--- src/rtl/bcd_pkg.sv ---
// Shared BCD types, digit limits and scanner state encoding for the
// scanned BCD counter.
package bcd_pkg;

    typedef logic [3:0] bcd_digit_t;

    localparam bcd_digit_t BCD_MAX = 4'd9;
    localparam bcd_digit_t BCD_MIN = 4'd0;

    typedef enum logic [0:0] {
        SLOT_SETTLE = 1'b0,
        SLOT_SHOW   = 1'b1
    } scan_state_t;

    // Codes 10..15 are not decimal digits; they collapse to zero.
    function automatic bcd_digit_t bcd_sanitize(input bcd_digit_t d);
        bcd_digit_t r;
        if (d > BCD_MAX) begin
            r = BCD_MIN;
        end else begin
            r = d;
        end
        return r;
    endfunction

endpackage

--- src/rtl/bcd_digit_cell.sv ---
// One BCD decade: registered digit with load/sanitise and a combinational
// carry (up) or borrow (down) output that ripples into the next decade.
module bcd_digit_cell
    import bcd_pkg::*;
(
    input  logic       clk,
    input  logic       rst,
    input  logic       load,
    input  bcd_digit_t load_digit,
    input  logic       cnt_en,
    input  logic       up_dn,
    input  logic       cin,
    output bcd_digit_t digit,
    output logic       cout
);

    bcd_digit_t digit_r;
    bcd_digit_t digit_n_s;
    logic       cout_s;

    // Next digit value and carry/borrow out, given the incoming carry/borrow.
    always_comb begin
        digit_n_s = digit_r;
        cout_s    = 1'b0;
        if (cin) begin
            if (up_dn) begin
                if (digit_r >= BCD_MAX) begin
                    digit_n_s = BCD_MIN;
                    cout_s    = 1'b1;
                end else begin
                    digit_n_s = digit_r + 4'd1;
                    cout_s    = 1'b0;
                end
            end else begin
                if (digit_r == BCD_MIN) begin
                    digit_n_s = BCD_MAX;
                    cout_s    = 1'b1;
                end else if (digit_r > BCD_MAX) begin
                    // Unreachable code point: recover to a legal digit.
                    digit_n_s = BCD_MAX;
                    cout_s    = 1'b0;
                end else begin
                    digit_n_s = digit_r - 4'd1;
                    cout_s    = 1'b0;
                end
            end
        end else begin
            digit_n_s = digit_r;
            cout_s    = 1'b0;
        end
    end

    // Digit register: reset beats load beats count.
    always_ff @(posedge clk) begin
        if (rst) begin
            digit_r <= BCD_MIN;
        end else if (load) begin
            digit_r <= bcd_sanitize(load_digit);
        end else if (cnt_en) begin
            digit_r <= digit_n_s;
        end else begin
            digit_r <= digit_r;
        end
    end

    assign digit = digit_r;
    assign cout  = cout_s;

endmodule

--- src/rtl/bcd_scan_counter.sv ---
// Multi-decade BCD up/down counter with a time-multiplexed digit scanner
// feeding a BCD-to-decimal decoder (bcd_out -> A, blank -> C).
module bcd_scan_counter
    import bcd_pkg::*;
#(
    parameter int DIGITS   = 4,
    parameter int SCAN_DIV = 1000
) (
    input  logic                       clk,
    input  logic                       rst,
    input  logic                       cnt_en,
    input  logic                       up_dn,
    input  logic                       load,
    input  logic [4*DIGITS-1:0]        load_val,
    input  logic                       lzb_en,
    output logic [4*DIGITS-1:0]        count,
    output logic                       tc,
    output logic [3:0]                 bcd_out,
    output logic                       blank,
    output logic [$clog2(DIGITS)-1:0]  digit_idx
);

    localparam int IDX_W = $clog2(DIGITS);
    localparam int PS_W  = $clog2(SCAN_DIV);
    localparam logic [IDX_W-1:0] IDX_LAST = IDX_W'(DIGITS - 1);
    localparam logic [PS_W-1:0]  PS_LAST  = PS_W'(SCAN_DIV - 1);

    bcd_digit_t        digit_s [DIGITS];
    logic              carry_top_s;
    logic [DIGITS-1:0] zero_above_s;

    scan_state_t       state_r;
    scan_state_t       state_n_s;
    logic [PS_W-1:0]   prescaler_r;
    logic [PS_W-1:0]   prescaler_n_s;
    logic [IDX_W-1:0]  idx_r;
    logic [IDX_W-1:0]  idx_n_s;
    logic              blank_n_s;
    logic              tc_n_s;

    logic              tc_r;
    bcd_digit_t        bcd_out_r;
    logic              blank_r;

    // Decade chain: digit 0 always sees a carry-in, so a step ripples
    // upward through every decade sitting at its limit in the same cycle.
    for (genvar i = 0; i < DIGITS; i++) begin : g_digit
        logic cin_s;
        logic cout_s;

        if (i == 0) begin : g_lsd
            assign cin_s = 1'b1;
        end else begin : g_chain
            assign cin_s = g_digit[i-1].cout_s;
        end

        bcd_digit_cell u_cell (
            .clk        (clk),
            .rst        (rst),
            .load       (load),
            .load_digit (load_val[4*i +: 4]),
            .cnt_en     (cnt_en),
            .up_dn      (up_dn),
            .cin        (cin_s),
            .digit      (digit_s[i]),
            .cout       (cout_s)
        );

        assign count[4*i +: 4] = digit_s[i];
    end

    assign carry_top_s = g_digit[DIGITS-1].cout_s;

    // zero_above_s[i]: digit i and every more-significant digit are zero.
    always_comb begin : zero_scan
        logic run_v;
        run_v        = 1'b1;
        zero_above_s = '0;
        for (int i = DIGITS - 1; i >= 0; i--) begin
            run_v           = run_v & (digit_s[i] == BCD_MIN);
            zero_above_s[i] = run_v;
        end
    end

    // Scanner next state, slot index, prescaler and the blank value that
    // goes with the slot being entered.
    always_comb begin
        state_n_s     = state_r;
        prescaler_n_s = prescaler_r + PS_W'(1);
        idx_n_s       = idx_r;
        blank_n_s     = 1'b1;

        if (prescaler_r == PS_LAST) begin
            prescaler_n_s = '0;
            if (idx_r == IDX_LAST) begin
                idx_n_s = '0;
            end else begin
                idx_n_s = idx_r + IDX_W'(1);
            end
        end else begin
            prescaler_n_s = prescaler_r + PS_W'(1);
            idx_n_s       = idx_r;
        end

        case (state_r)
            SLOT_SETTLE: begin
                state_n_s = SLOT_SHOW;
            end
            SLOT_SHOW: begin
                if (prescaler_r == PS_LAST) begin
                    state_n_s = SLOT_SETTLE;
                end else begin
                    state_n_s = SLOT_SHOW;
                end
            end
            default: begin
                state_n_s = SLOT_SETTLE;
            end
        endcase

        // The settle slot hides the stale digit still on bcd_out.
        case (state_n_s)
            SLOT_SETTLE: blank_n_s = 1'b1;
            SLOT_SHOW:   blank_n_s = lzb_en && (idx_n_s != '0) && zero_above_s[idx_n_s];
            default:     blank_n_s = 1'b1;
        endcase
    end

    // A wrap is the top decade carrying/borrowing out on a real step.
    always_comb begin
        tc_n_s = 1'b0;
        if (cnt_en && !load) begin
            tc_n_s = carry_top_s;
        end else begin
            tc_n_s = 1'b0;
        end
    end

    // Scanner state register.
    always_ff @(posedge clk) begin
        if (rst) begin
            state_r     <= SLOT_SETTLE;
            prescaler_r <= '0;
            idx_r       <= '0;
        end else begin
            state_r     <= state_n_s;
            prescaler_r <= prescaler_n_s;
            idx_r       <= idx_n_s;
        end
    end

    // Registered display and terminal-count outputs.
    always_ff @(posedge clk) begin
        if (rst) begin
            tc_r      <= 1'b0;
            bcd_out_r <= BCD_MIN;
            blank_r   <= 1'b1;
        end else begin
            tc_r      <= tc_n_s;
            bcd_out_r <= digit_s[idx_r];
            blank_r   <= blank_n_s;
        end
    end

    assign tc        = tc_r;
    assign bcd_out   = bcd_out_r;
    assign blank     = blank_r;
    assign digit_idx = idx_r;

endmodule

--- config.mk ---
export PLATFORM = sky130hd
export DESIGN_NAME = bcd_scan_counter
export DESIGN_NICKNAME = d
export VERILOG_FILES = /design/src/rtl/bcd_pkg.sv /design/src/rtl/bcd_digit_cell.sv /design/src/rtl/bcd_scan_counter.sv
export SDC_FILE = /design/constraint.sdc
export NUM_CORES = 1
export LEC_CHECK = 0
export BUFFER_PORTS_ARGS = -buffer_cell sky130_fd_sc_hd__clkbuf_2
export CAP_MARGIN = 20
export CORE_ASPECT_RATIO = 0.9
export CORE_MARGIN = 1
export CORE_UTILIZATION = 50
export CTS_CLUSTER_SIZE = 28
export DETAILED_ROUTE_END_ITERATION = 12
export GPL_TIMING_DRIVEN = 0
export PLACE_DENSITY = 0.82
export SYNTH_ARGS = -nofsm -noshare
export SYNTH_HDL_FRONTEND = slang
export SYNTH_SLANG_ARGS = --single-unit
export TNS_END_PERCENT = 5
--- constraint.sdc ---
create_clock -name clk -period 3.63 [get_ports clk]
set_clock_uncertainty 0.15 [all_clocks]
set_input_delay 0.363 -clock clk [delete_from_list [all_inputs] [get_ports clk]]
set_output_delay 0.363 -clock clk [all_outputs]
set_load 0.01 [all_outputs]
Word level (Yosys, flattened, before mapping). Index checks and enable logic that the tools add are counted.

Register bits: 35. Bits of input ports: 22. Word-level logic and storage cells: 117.

Add/subtract/negate cells: 10. Magnitude comparators: 14. Eq/ne operators: 2. Multiplexer cells: 55. Bitwise logic cells: 8. Reduce and logical (&&, ||, !) cells: 18.

Operator list (number): $mux W4 (33); $gt A4 B4 Y1 const B (8); $add A4 B1 Y4 const B (4); $ge A4 B4 Y1 const B (4); $logic_not A4 Y1 (4); $mux W1 (16); $sub A4 B1 Y4 const B (4); $add A10 B1 Y10 const B (1); $eq A10 B10 Y1 const B (1); $reduce_bool A2 Y1 (5); $bmux W4 S2 (1); $reduce_and A2 Y1 (3); $mux W2 (2); $not A1 Y1 (4); $pmux W1 S2 (2); $and A1 B1 Y1 (3); $ge A3 B3 Y1 const B (1); $logic_and A1 B1 Y1 (3); $lt A2 B3 Y1 const B (1); $not A2 Y3 (1); $reduce_or A3 Y1 (1); $add A2 B1 Y2 const B (1); $bmux W1 S2 (1); $eq A2 B2 Y1 const B (1); other kinds (2) (2).

Depth between registers and ports, before layout.
Word-level depth: 8. Mapped depth: 7. Mapped depth without buffers: 7.

By module. Synthesis repeated with hierarchy kept, for this count alone.

Cell total of the unflattened synthesis: 340. Area, all modules: 2934.1 um2.

Modules (own cells, without submodules): bcd_digit_cell (instances 4, cells each 64, area each 511.7 um2, sequential area each 80.1 um2); bcd_scan_counter (instances 1, cells each 84, area each 887.1 um2, sequential area each 380.4 um2).

Worst setup path before layout. Ideal clock, no wire load.

Path type: reg2reg. From: register g_digit[1].u_cell.digit_r[0]. To: register g_digit[3].u_cell.digit_r[3]. Library setup time: 122 ps. Data arrival time: 1930 ps. Slack: 1428 ps. Stages on the path, launching flop included: 8. Path buffers: 0. Clock period less this slack: 2202 ps. Cell sequence: dfxtp_1 > inv_1 > ha_1 > nor3b_1 > o2bb2ai_2 > o2111ai_4 > or3_1 > o311a_1.

Longest elaborated chain between the ends: 7. Elaborated cells on any way between the ends: 9.

RTL lines: from (decl) (RTL line bcd_digit_cell.sv:17) `bcd_digit_t digit_r;`; from (signal assigned) (RTL line bcd_digit_cell.sv:58) `digit_r <= bcd_sanitize(load_digit);`; from (signal assigned) (RTL line bcd_digit_cell.sv:60) `digit_r <= digit_n_s;`; from (signal assigned) (RTL line bcd_digit_cell.sv:62) `digit_r <= digit_r;`; $ge A4 B4 Y1 or $logic_not A4 Y1 (tied branches) (RTL line bcd_digit_cell.sv:27, bcd_digit_cell.sv:35); $mux W1, on equally long branches (RTL line bcd_digit_cell.sv:27, bcd_digit_cell.sv:35); $mux W1 (*) (RTL line bcd_digit_cell.sv:26) `if (up_dn) begin`; $mux W1 (*) (2 in a row) (RTL line bcd_digit_cell.sv:25) `if (cin) begin`; $reduce_bool A2 Y1 (no source line) (*); $reduce_and A2 Y1 (no source line) (*); to (signal assigned) (RTL line bcd_digit_cell.sv:58); to (signal assigned) (RTL line bcd_digit_cell.sv:60); to (signal assigned) (RTL line bcd_digit_cell.sv:62); to (decl) (RTL line bcd_digit_cell.sv:17).

Every way passes the cells marked *; elsewhere a longest branch is shown, timed or not. A chain may end at the register's enable or synchronous reset.

Worst setup path after layout.
From: register g_digit[0].u_cell.digit_r[0]. To: register tc_r (netlist: tc).

Longest elaborated chain between the ends: 7. Elaborated cells on any way between the ends: 9.

RTL lines: from (decl) (RTL line bcd_digit_cell.sv:17); from (signal assigned) (RTL line bcd_digit_cell.sv:58); from (signal assigned) (RTL line bcd_digit_cell.sv:60); from (signal assigned) (RTL line bcd_digit_cell.sv:62); $ge A4 B4 Y1 or $logic_not A4 Y1 (tied branches) (RTL line bcd_digit_cell.sv:27, bcd_digit_cell.sv:35); $mux W1, on equally long branches (RTL line bcd_digit_cell.sv:27, bcd_digit_cell.sv:35); $mux W1 (*) (RTL line bcd_digit_cell.sv:26); $mux W1 (*) (2 in a row) (RTL line bcd_digit_cell.sv:25); $not A1 Y1 (no source line) (*); $reduce_or A3 Y1 (no source line) (*); to (signal assigned) (RTL line bcd_scan_counter.sv:159) `tc_r <= tc_n_s;`; to (decl) (RTL line bcd_scan_counter.sv:41) `logic tc_r;`.

Marks and branches as above.

==> results.json <==
{
  "die_width_um": 79.1,
  "ir_drop_mv": 0.224,
  "postSynthNetCount": 365,
  "vias": 2754,
  "dr.pass1.iters": 6,
  "dp_hpwl_mm": 5.19,
  "setup_ws_ns": 1.12,
  "cp.required_ns": 3.63,
  "postCtsSetupRepairBufs": 0,
  "postLayoutCoreUtil_pct": 61.9,
  "core-area_mm2": 0.00498,
  "grt_start_max_net_pins": 13,
  "dp_cells": 434,
  "post_drt_wl_per_cell_um": 16.2,
  "clkSlewWorstSetupHoldPaths_ns": 0.09,
  "hold_class": "in2reg",
  "cp.arrival_ns": 2.51,
  "synth_seq_area_share_pct": 26.2,
  "synthCells": 325,
  "hold_viol": 0,
  "met3_usage_pct": 8.03,
  "synth_area_leaders": "dfxtp_1, ha_1, nor2_1",
  "layout.nets": 416,
  "min_period_ns": 2.51,
  "viasPerCell": 6.23,
  "synth_flop_cell": "dfxtp_1",
  "ctsHoldBuffers": 0,
  "synth_edf_count": 0,
  "busiest_layer": "met2",
  "maxSlewHeadroom_pct": 61.0,
  "fill_cells": 471,
  "critical_path_class": "reg2reg",
  "synth.cell_area_mm2": 0.00267,
  "h-tree-depth": 2,
  "fin_crit_sh_pct": 69.1,
  "clock_latency_ns": 0.30,
  "synth_area_leader_cell": "dfxtp_1",
  "routabilityCongestion": 0.938,
  "status": "complete, no violations",
  "postRouteAntennaNets": 0,
  "drv_cap": 0,
  "drc": 0,
  "cp_max_fo": 8,
  "grt_pass1_wl_mm": 11.4,
  "endpoint_kind": "flop",
  "met2_usage_pct": 39.8,
  "final_cell_mix": "clkbuf_2, dfxtp_1, nor2_1, nand2_1, a21oi_1",
  "drive_above_1_share_pct": 19.9,
  "start_util_pct": 53.6,
  "synth.distinct_cells": 63,
  "antenna_found_initial": 0,
  "die_area_mm2": 0.00564,
  "async_flop_share_pct": 0,
  "setup_viol": 0,
  "holdWs_ns": 0.137,
  "grt_pass1_vias": 2438,
  "cts_buffers": 5,
  "syn_to_final_growth_pct": 15.5,
  "overflow": 0,
  "worst_pin_slew_ns": 0.585,
  "io-pin-count": 46,
  "cp-start-kind": "flop",
  "syn-mean-instance-area_um2": 8.23,
  "grtUsageTotal_pct": 26.2,
  "port_buffers": 44,
  "first_iter_violations": 283,
  "clockBufferDepth": 2,
  "cts_root_buffer": "clkbuf_8",
  "grt_use_met1_pct": 34.3,
  "synthDominantCellAreaShare_pct": 26.2,
  "rsz0062_at_grt": "no",
  "power-per-cell-area_mw_per_mm2": 345,
  "drt_wl_total_mm": 7.18,
  "ys_ff_latch": 35,
  "cts_tree": "yes",
  "die_height_um": 71.4,
  "layoutNonFillerInstCount": 442,
  "clkSinkCount": 35,
  "antenna_cells": 0,
  "finalSetupTns_ns": 0,
  "max_freq_ghz": 0.399,
  "dp_slack_ns": 1.18,
  "final_common_cell": "clkbuf_2",
  "yosysWarnings": 0,
  "power.leakage_nw": 1.27,
  "placementRows": 24,
  "drv_slew": 0,
  "ctsResizeCount": 0
}
cell type report:
class                   instances  area (um^2)  area share (%)
inverters                      17         63.8            2.07
flip-flops and latches         35          701            22.7
plain buffers                  22          103            3.32
multi-input cells             251         1810            58.5
clock inverters                 3         43.8            1.42
well taps                      65         81.3            2.63
clock buffers                   5         68.8            2.23
repair buffers                 44          220            7.13
critical path, cell delays in order (launching register included):
cell	delay [ns]
dfxtp_1	0.54
inv_1	0.15
ha_1	0.28
or3b_4	0.26
a31o_4	0.24
and2_4	0.20
nand2_1	0.06
a2111oi_0	0.48
registers in the layout, summed over array words and instances (netlist names):
signal,flops
bcd_out,4
g_digit.u_cell.digit,16
state_r,1
digit_idx,2
blank,1
tc,1
prescaler_r,10
layer usage:
layer  routed length [um]  vias to the layer above
met3                  718                       25
met5                    0                        -
li1                     -                     1292
met1                 3080                     1273
met2                 3180                      164
met4                  199                        0
cell usage after synthesis, drive strengths merged, types with 5 or more instances:
cell type   n
nand2b      7
dfxtp      35
and3        5
buf         8
nand3       8
nor2       31
inv        17
clkbuf     14
nand2      23
nor3b       8
mux2i       6
a221oi      8
or3         5
nor2b       7
o21ai      19
nor3        7
o21bai      5
ha         18
a31oi       6
a21oi      23
power breakdown:
part	internal (mW)	switching (mW)	leakage (nW)
Sequential	0.401	0.0233	0.286
Clock	0.204	0.159	0.0581
Combinational	0.115	0.161	0.928
cell families (layout without fill, tap and decap cells):
family | count (synthesis) | in the layout | share of synthesized area, %
and+or+nand+nor | 123 | 123 | 25.6
AOI/OAI and AO/OA | 92 | 92 | 25.2
buffers and inverters | 39 | 91 | 6.22
DFF | 35 | 35 | 26.2
adders and majority gates | 18 | 18 | 8.42
muxes | 10 | 10 | 5.76
xor gates and xnor gates | 8 | 8 | 2.62
metrics by stage:
step                      power [mW]  cell area (um^2)
after global placement         0.693              2980
after detailed placement       0.700              2980
after global routing            1.11              3090
after floorplan                0.620              2670
final                           1.06              3090
after CTS                       1.06              3090
path summary, 6_finish.rpt:
check,slack [ns],endpoint,cells past startpoint,startpoint
setup / recovery,1.12,tc,7,g_digit[0].u_cell.digit[0]
hold / removal,0.14,g_digit[3].u_cell.digit[2],3,load_val[14]
setup reg to reg,1.12,tc,7,g_digit[0].u_cell.digit[0]
hold reg to reg,0.27,state_r,1,state_r
No activity file was read; power rests on OpenSTA's default activity.
